==> src/rtl/bcd_modn_counter_if.sv <==
// Control, load and status bundle for one bcd_modn_counter stage.
// The master drives requests and load data; the counter (slave) returns digits and flags.
interface bcd_modn_counter_if;
  logic       en;
  logic       up;
  logic       clr;
  logic       load;
  logic [3:0] load_hi;
  logic [3:0] load_lo;
  logic [3:0] count_hi;
  logic [3:0] count_lo;
  logic       tc;
  logic       co;
  logic       load_err;

  modport master (
    output en, up, clr, load, load_hi, load_lo,
    input  count_hi, count_lo, tc, co, load_err
  );

  modport slave (
    input  en, up, clr, load, load_hi, load_lo,
    output count_hi, count_lo, tc, co, load_err
  );
endinterface

==> src/rtl/bcd_modn_counter.sv <==
// Two-digit BCD up/down counter over 0..MODULUS-1 with clear, parallel load,
// a combinational ripple enable for cascading and registered wrap/load-error pulses.
module bcd_modn_counter #(
  parameter int MODULUS = 60
) (
  input logic               clk,
  input logic               rst,
  bcd_modn_counter_if.slave bus
);

  if (MODULUS < 2 || MODULUS > 100) begin : g_bad_modulus
    $error("bcd_modn_counter: MODULUS must be in 2..100");
  end

  localparam int         MAX_V  = MODULUS - 1;
  localparam logic [3:0] MAX_HI = 4'(MAX_V / 10);
  localparam logic [3:0] MAX_LO = 4'(MAX_V % 10);
  localparam logic [7:0] MOD_8  = 8'(MODULUS);

  logic [3:0] count_hi_q, count_hi_d;
  logic [3:0] count_lo_q, count_lo_d;
  logic       co_q, co_d;
  logic       load_err_q, load_err_d;
  logic [7:0] load_value;
  logic       load_ok;
  logic       at_max;
  logic       at_zero;

  // Wrap is decided on the full value, so non-decade moduli stop short of the next tens digit.
  assign at_max     = (count_hi_q == MAX_HI) && (count_lo_q == MAX_LO);
  assign at_zero    = (count_hi_q == 4'd0) && (count_lo_q == 4'd0);
  assign load_value = (8'd10 * {4'd0, bus.load_hi}) + {4'd0, bus.load_lo};
  assign load_ok    = (bus.load_hi <= 4'd9) && (bus.load_lo <= 4'd9) && (load_value < MOD_8);

  always_comb begin
    count_hi_d = count_hi_q;
    count_lo_d = count_lo_q;
    co_d       = 1'b0;
    load_err_d = 1'b0;
    if (bus.clr) begin
      count_hi_d = 4'd0;
      count_lo_d = 4'd0;
    end else if (bus.load) begin
      if (load_ok) begin
        count_hi_d = bus.load_hi;
        count_lo_d = bus.load_lo;
      end else begin
        load_err_d = 1'b1;
      end
    end else if (bus.en) begin
      if (bus.up) begin
        if (at_max) begin
          count_hi_d = 4'd0;
          count_lo_d = 4'd0;
          co_d       = 1'b1;
        end else if (count_lo_q == 4'd9) begin
          count_lo_d = 4'd0;
          count_hi_d = count_hi_q + 4'd1;
        end else begin
          count_lo_d = count_lo_q + 4'd1;
        end
      end else begin
        if (at_zero) begin
          count_hi_d = MAX_HI;
          count_lo_d = MAX_LO;
          co_d       = 1'b1;
        end else if (count_lo_q == 4'd0) begin
          count_lo_d = 4'd9;
          count_hi_d = count_hi_q - 4'd1;
        end else begin
          count_lo_d = count_lo_q - 4'd1;
        end
      end
    end
  end

  always_ff @(posedge clk or negedge rst) begin
    if (!rst) begin
      count_hi_q <= 4'd0;
      count_lo_q <= 4'd0;
      co_q       <= 1'b0;
      load_err_q <= 1'b0;
    end else begin
      count_hi_q <= count_hi_d;
      count_lo_q <= count_lo_d;
      co_q       <= co_d;
      load_err_q <= load_err_d;
    end
  end

  // Ripple enable: high only in the cycle whose edge performs a counting wrap.
  assign bus.tc = bus.en & ~bus.clr & ~bus.load &
                  ((bus.up & at_max) | (~bus.up & at_zero));

  assign bus.count_hi = count_hi_q;
  assign bus.count_lo = count_lo_q;
  assign bus.co       = co_q;
  assign bus.load_err = load_err_q;

endmodule

==> src/flat_wrapper.sv <==
// flat-port wrapper written by rule: the top's interface ports become plain ports
module bcd_modn_counter_flat 
#(
  parameter int MODULUS = 60
)
  (clk, rst, bus_en, bus_up, bus_clr, bus_load, bus_load_hi, bus_load_lo, bus_count_hi, bus_count_lo, bus_tc, bus_co, bus_load_err);
  bcd_modn_counter_if bus_i ();
  input logic clk;
  input logic rst;
  input wire logic [$bits(bus_i.en)-1:0] bus_en;
  input wire logic [$bits(bus_i.up)-1:0] bus_up;
  input wire logic [$bits(bus_i.clr)-1:0] bus_clr;
  input wire logic [$bits(bus_i.load)-1:0] bus_load;
  input wire logic [$bits(bus_i.load_hi)-1:0] bus_load_hi;
  input wire logic [$bits(bus_i.load_lo)-1:0] bus_load_lo;
  output wire logic [$bits(bus_i.count_hi)-1:0] bus_count_hi;
  output wire logic [$bits(bus_i.count_lo)-1:0] bus_count_lo;
  output wire logic [$bits(bus_i.tc)-1:0] bus_tc;
  output wire logic [$bits(bus_i.co)-1:0] bus_co;
  output wire logic [$bits(bus_i.load_err)-1:0] bus_load_err;
  assign bus_i.en = bus_en;
  assign bus_i.up = bus_up;
  assign bus_i.clr = bus_clr;
  assign bus_i.load = bus_load;
  assign bus_i.load_hi = bus_load_hi;
  assign bus_i.load_lo = bus_load_lo;
  assign bus_count_hi = bus_i.count_hi;
  assign bus_count_lo = bus_i.count_lo;
  assign bus_tc = bus_i.tc;
  assign bus_co = bus_i.co;
  assign bus_load_err = bus_i.load_err;
  bcd_modn_counter #(.MODULUS(MODULUS)) u_core (.clk(clk), .rst(rst), .bus(bus_i));
endmodule
==> config.mk <==
export PLATFORM = sky130hd
export DESIGN_NAME = bcd_modn_counter_flat
export DESIGN_NICKNAME = d
export VERILOG_FILES = /design/src/rtl/bcd_modn_counter_if.sv /design/src/rtl/bcd_modn_counter.sv /design/src/flat_wrapper.sv
export SDC_FILE = /design/constraint.sdc
export NUM_CORES = 1
export LEC_CHECK = 0
export ABC_AREA = 1
export CORE_ASPECT_RATIO = 1.1
export CORE_UTILIZATION = 55
export CTS_CLUSTER_SIZE = 16
export DETAILED_ROUTE_END_ITERATION = 12
export PLACE_DENSITY = 0.85
export SYNTH_ARGS = -nofsm -noshare
export SYNTH_HDL_FRONTEND = slang
export SYNTH_SLANG_ARGS = --single-unit
==> constraint.sdc <==
create_clock -name clk -period 3.6 [get_ports clk]
set_input_delay 0.72 -clock clk [delete_from_list [all_inputs] [get_ports clk]]
set_output_delay 0.72 -clock clk [all_outputs]
set_load 0.02 [all_outputs]
==> summary.json, run 1 <==
{
  "power": {
    "totalPowerFinal_uw": 519,
    "power_leakage_nw": 0.774,
    "ir_worst_vdd_mv": 0.184,
    "powerDensity_nw_per_um2": 338
  },
  "floorplan": {
    "core_area_um2": 2060,
    "row_count": 17,
    "die_x_um": 47.2,
    "die_area_um2": 2440,
    "io_pins": 25,
    "die_h_um": 51.7,
    "starting_utilization_of_the_core_area": 0.599
  },
  "synthesis": {
    "synth_flop_cell": "sky130_fd_sc_hd__dfrtp_1",
    "ys_seq_elements": 10,
    "syn-instance-count": 182,
    "asyncSetResetFlopFracSynth": 1.00,
    "postSynthNetCount": 210,
    "synth_cell_types": 30,
    "postSynthAreaPerCell_um2": 6.79,
    "yosys-top-cells-area": "sky130_fd_sc_hd__dfrtp_1 (20%), sky130_fd_sc_hd__nand2_1 (18%), sky130_fd_sc_hd__ha_1 (12%)",
    "yosysTopAreaCell": "sky130_fd_sc_hd__dfrtp_1",
    "yosys_synthesis_warning_count": 0,
    "netlist_area_um2": 1230,
    "synth.cells.most_frequent": "sky130_fd_sc_hd__nand2_1 (58), sky130_fd_sc_hd__inv_1 (21), sky130_fd_sc_hd__ha_1 (12), sky130_fd_sc_hd__nor2_1 (12), sky130_fd_sc_hd__o21ai_0 (11)",
    "synth_edf_count": 0,
    "seq_area_frac_synth": 0.203,
    "post-synth-top-area-fraction": 0.203,
    "top_count_cell_post_synth": "sky130_fd_sc_hd__nand2_1"
  },
  "critical_path": {
    "cp_data_required_time_ps": 2880,
    "worst-endpoint-arrival_ps": 2440,
    "critical_path.endpoint_type": "output pin",
    "worstPathCellList": "clkdlybuf4s50_1 > inv_1 > nand2_1 > nand3_1 > nor2_1 > clkdlybuf4s50_1",
    "critical_path.slowest_cell": "sky130_fd_sc_hd__clkdlybuf4s50_1",
    "critical-path-top-cell-by-count": "sky130_fd_sc_hd__clkdlybuf4s50_1",
    "critical_path_launch_point_type": "input port",
    "startpoint_to_endpoint_class_of_the_critical_path": "input port to output pin",
    "max_stage_delay_ps": 600,
    "highest_fanout_seen_on_the_critical_path": 7
  },
  "timing": {
    "fmaxAchievable_mhz": 317,
    "tightestPinTransition_ps": 426,
    "clock_tree_skew_after_final_layout_ps": 4.43,
    "setup_repair_after_global_routing_missed_its_margin": "no",
    "final-hold-violation-count": 0,
    "final_max_slew_viol_count": 0,
    "period_share": 0.877,
    "slew_headroom": 0.715,
    "minimum_clock_period_ps": 3160,
    "final.hold.worst_slack_ps": 588,
    "final-setup-viol-count": 0,
    "fin_setup_tns_ps": 0
  },
  "clock_tree": {
    "tritoncts_buffer_count": 3,
    "worst_skew_pair_latency_ps": 260,
    "ctsHtreeMaxLevel": 1,
    "ctsResizeCount": 0,
    "cts.repair_timing.setup_buffer_count": 0,
    "cts_root_buffer": "sky130_fd_sc_hd__clkbuf_4",
    "tritoncts": "yes",
    "cts-hold-fix-buffers": 0,
    "clockBufferDepth": 2,
    "cts.clk_slew.worst_paths_ps": 60,
    "cts.sinks": 10
  },
  "detailed_routing": {
    "route.final.wire_length_mm": 2.85,
    "drt-initial-drc-count": 22,
    "postRouteAntennaNets": 0,
    "vias_per_cell": 5.35,
    "wire_per_inst_um": 12.1,
    "number_of_optimization_iterations_in_the_first_detailed_route_pass": 4,
    "drcViolationCount": 0,
    "detailroute.via_count": 1262
  },
  "layout": {
    "fillerInstances": 174,
    "diodes": 0,
    "layout-area-overhead-vs-synth_pct": 24.6,
    "post_route_cells_drive_above_1_share": 0.106,
    "final_nets": 237,
    "final_util": 0.746
  },
  "min_path": {
    "worst_hold_path_type": "flip-flop to flip-flop"
  },
  "place": {
    "port_buffers": 24,
    "place_hpwl_mm": 2.37,
    "globalplace.congestion": 0.866
  },
  "grt": {
    "grt_max_degree": 11,
    "grt_first_pass_wirelength_mm": 4.83,
    "gr-total-overflow": 0,
    "antenna_violations_before_repair": 0,
    "grt_pass1_vias": 1247,
    "grt_usage": 0.271
  },
  "job": {
    "max-cap-violations": 0
  },
  "status": {
    "run_status": "finished, final reports clean"
  }
}
## per-stage QoR
step	instance area, um^2	setup slack, ps	instances
2_1_floorplan	1230	948	182
3_3_place_gp	1500	335	232
3_5_place_dp	1500	184	232
4_1_cts	1540	437	236
5_1_grt	1540	266	236
6_report	1540	444	236
## sequential cells by signal, indices dropped and copies added (netlist names)
signal,cells
u_core.bus.count_hi,4
u_core.bus.count_lo,4
u_core.bus.co,1
u_core.bus.load_err,1
## per-layer routing
| metal | GRT usage | vias up | part of all wire |
|---|---|---|---|
| li1 | - | 642 | - |
| met1 | 0.292 | 575 | 0.40 |
| met2 | 0.507 | 35 | 0.54 |
| met3 | 0.0104 | 10 | 0.031 |
| met4 | 0.143 | 0 | 0.034 |
| met5 | 0 | - | 0 |
## cells by family after synthesis
kind of cell,count (synthesis),synth area share
xor+xnor,7,0.0496
compound gates,26,0.137
buf+inv,25,0.0790
fa+ha+maj,14,0.154
simple gates,100,0.378
flops,10,0.203
## final timing paths
| kind | start | endpoint | slack [ps] | cells after the start |
|---|---|---|---|---|
| max | bus_up | bus_tc | 440 | 6 |
| min | u_core.bus.count_lo[1]$_DFFE_PN0P_ | u_core.bus.count_lo[1]$_DFFE_PN0P_ | 590 | 2 |
| max reg2reg | u_core.bus.count_lo[0]$_DFFE_PN0P_ | u_core.bus.count_hi[0]$_DFFE_PN0P_ | 1730 | 9 |
| min reg2reg | u_core.bus.count_lo[1]$_DFFE_PN0P_ | u_core.bus.count_lo[1]$_DFFE_PN0P_ | 590 | 2 |
| max in group asynchronous | rst | u_core.bus.load_err$_DFF_PN0_ | 2560 | 1 |
| min in group asynchronous | rst | u_core.bus.count_lo[3]$_DFFE_PN0P_ | 750 | 1 |
## power breakdown
group / switching (mW) / internal (mW)
Combinational: 0.146 / 0.116
Sequential: 0.0312 / 0.128
Clock: 0.0379 / 0.0614
## cell type report
type                    count  area, um^2  share of cell area
multi-input cells         147         887               0.576
flip-flops and latches     10         250               0.163
repair buffers             25         248               0.161
inverters                  22        82.6              0.0537
clock buffers               4        36.3              0.0236
well taps                  28        35.0              0.0228
## worst max-delay path, delay by kind of cell
family / cells / cell delay [ps]
buffers and inverters: 3 / 1350
AND/OR/NAND/NOR: 3 / 360
## layout by cell type, fill, tap and decap left out, types with 6 or more instances in the layout
| master | Yosys | routed |
|---|---|---|
| sky130_fd_sc_hd__ha_1 | 12 | 12 |
| sky130_fd_sc_hd__nand3_1 | 9 | 9 |
| sky130_fd_sc_hd__clkdlybuf4s50_1 | 0 | 24 |
| sky130_fd_sc_hd__nor2_1 | 12 | 12 |
| sky130_fd_sc_hd__nand4_1 | 6 | 6 |
| sky130_fd_sc_hd__o21ai_0 | 11 | 11 |
| sky130_fd_sc_hd__dfrtp_1 | 10 | 10 |
| sky130_fd_sc_hd__nand2_1 | 58 | 58 |
| sky130_fd_sc_hd__inv_1 | 21 | 21 |
| sky130_fd_sc_hd__a21oi_1 | 6 | 6 |
No activity file was read; power rests on OpenSTA's default activity.
==> inputs of run 2 (changes only) <==
Settings changed: PLACE_DENSITY 0.85 to 0.88.
==> run 2 against run 1 <==
Against the previous run: cell count unchanged; non-clock buffer count unchanged; largest cell class unchanged; global-route usage down 0.58 points; highest routed layer unchanged; combinational power about the same.
==> summary.json, run 2 (synthesis gave the netlist of run 1 again) <==
{
  "status": {
    "run_status": "finished, final reports clean"
  },
  "clock_tree": {
    "ctsHtreeMaxLevel": 1,
    "cts-hold-fix-buffers": 0,
    "ctsResizeCount": 0,
    "cts.repair_timing.setup_buffer_count": 0,
    "tritoncts": "yes",
    "worst_skew_pair_latency_ps": 260,
    "cts.clk_slew.worst_paths_ps": 60,
    "cts_root_buffer": "sky130_fd_sc_hd__clkbuf_4",
    "cts.sinks": 10,
    "clockBufferDepth": 2,
    "tritoncts_buffer_count": 3
  },
  "grt": {
    "grt_usage": 0.266,
    "grt_pass1_vias": 1225,
    "gr-total-overflow": 0,
    "grt_first_pass_wirelength_mm": 4.86,
    "antenna_violations_before_repair": 0,
    "grt_max_degree": 11
  },
  "critical_path": {
    "reg2regPathDepth": 9,
    "worst-endpoint-arrival_ps": 2460,
    "critical_path_launch_point_type": "input port",
    "cp_data_required_time_ps": 2880,
    "critical-path-top-cell-by-count": "sky130_fd_sc_hd__clkdlybuf4s50_1",
    "worstPathCellList": "clkdlybuf4s50_1 > inv_1 > nand2_1 > nand3_1 > nor2_1 > clkdlybuf4s50_1",
    "cpLargestDelayFamily": "buffers and inverters",
    "highest_fanout_seen_on_the_critical_path": 7,
    "max_stage_delay_ps": 610,
    "critical_path.endpoint_type": "output pin",
    "critical_path_cell_count": 6,
    "timing.critical_path.buf_inv": 3,
    "critical_path.slowest_cell": "sky130_fd_sc_hd__clkdlybuf4s50_1",
    "startpoint_to_endpoint_class_of_the_critical_path": "input port to output pin"
  },
  "timing": {
    "minimum_clock_period_ps": 3180,
    "slew_headroom": 0.724,
    "setup_repair_after_global_routing_missed_its_margin": "no",
    "final_max_slew_viol_count": 0,
    "fin_setup_tns_ps": 0,
    "final.hold.worst_slack_ps": 587,
    "period_share": 0.884,
    "final-hold-violation-count": 0,
    "final-setup-viol-count": 0,
    "tightestPinTransition_ps": 413,
    "clock_tree_skew_after_final_layout_ps": 1.61,
    "fmaxAchievable_mhz": 314
  },
  "detailed_routing": {
    "drcViolationCount": 0,
    "route.final.wire_length_mm": 2.86,
    "drt-initial-drc-count": 24,
    "postRouteAntennaNets": 0,
    "vias_per_cell": 5.38,
    "detailroute.via_count": 1270,
    "number_of_optimization_iterations_in_the_first_detailed_route_pass": 4,
    "wire_per_inst_um": 12.1
  },
  "layout": {
    "final_nets": 237,
    "post_route_cells_drive_above_1_share": 0.106,
    "final_common_cell": "sky130_fd_sc_hd__nand2_1",
    "diodes": 0,
    "fillerInstances": 168,
    "layout.cells.most_common_list": "sky130_fd_sc_hd__nand2_1 (58), sky130_fd_sc_hd__clkdlybuf4s50_1 (24), sky130_fd_sc_hd__inv_1 (21)",
    "layout-area-overhead-vs-synth_pct": 24.6
  },
  "floorplan": {
    "starting_utilization_of_the_core_area": 0.599,
    "die_h_um": 51.7,
    "die_x_um": 47.2,
    "die_area_um2": 2440,
    "core_area_um2": 2060,
    "io_pins": 25,
    "row_count": 17
  },
  "job": {
    "max-cap-violations": 0
  },
  "min_path": {
    "worst_hold_path_type": "flip-flop to flip-flop",
    "hold-path-cell-count": 2
  },
  "power": {
    "totalPowerFinal_uw": 520,
    "ir_worst_vdd_mv": 0.189,
    "powerDensity_nw_per_um2": 338,
    "power_leakage_nw": 0.774
  },
  "place": {
    "place_hpwl_mm": 2.31,
    "port_buffers": 24,
    "globalplace.congestion": 0.817
  }
}
-- run 2: cell counts in the layout (fill, tap and decap cells not counted) --
Identical to the previous run, type by type.
-- run 2: layer usage --
layer,global-route usage,vias to the layer above,wire length [um]
li1,-,641,-
met3,0.0208,8,110
met1,0.302,578,1170
met5,0,-,0
met4,0.100,0,70
met2,0.491,43,1510
-- run 2: cell type report --
type	count	area, um^2	share of cell area
sequential	10	250	0.163
tap	28	35.0	0.0228
multi-input combinational	147	887	0.576
clock buffer	4	36.3	0.0236
inverter	22	82.6	0.0537
timing repair buffer	25	248	0.161
-- run 2: power by group --
group | switching [mW] | total, mW | internal [mW]
Combinational | 0.147 | 0.263 | 0.116
Clock | 0.0366 | 0.0979 | 0.0613
Sequential | 0.0316 | 0.159 | 0.128
-- run 2: path summary, 6_finish.rpt --
path                                                     from                                  to  slack [ps]
max                                                    bus_up                              bus_tc         420
min                        u_core.bus.count_lo[1]$_DFFE_PN0P_  u_core.bus.count_lo[1]$_DFFE_PN0P_         590
max reg2reg                u_core.bus.count_lo[0]$_DFFE_PN0P_  u_core.bus.count_hi[0]$_DFFE_PN0P_        1730
min reg2reg                u_core.bus.count_lo[1]$_DFFE_PN0P_  u_core.bus.count_lo[1]$_DFFE_PN0P_         590
max in group asynchronous                                 rst  u_core.bus.count_lo[3]$_DFFE_PN0P_        2550
min in group asynchronous                                 rst       u_core.bus.load_err$_DFF_PN0_         760
-- run 2: through the flow --
stage / setup slack [ps] / area (um^2) / cells / util
after floorplan: 948 / 1230 / 182 / -
after global placement: 338 / 1500 / 232 / 0.728
after detailed placement: 187 / 1500 / 232 / 0.728
after CTS: 423 / 1540 / 236 / 0.746
after global routing: 248 / 1540 / 236 / 0.746
final: 417 / 1540 / 236 / 0.746
-- run 2: worst min-delay path: cells and delay by family (launching register included) --
kind,cells,cell delay (ps)
AOI/OAI and AO/OA,1,50
and+or+nand+nor,1,90
DFF,1,420
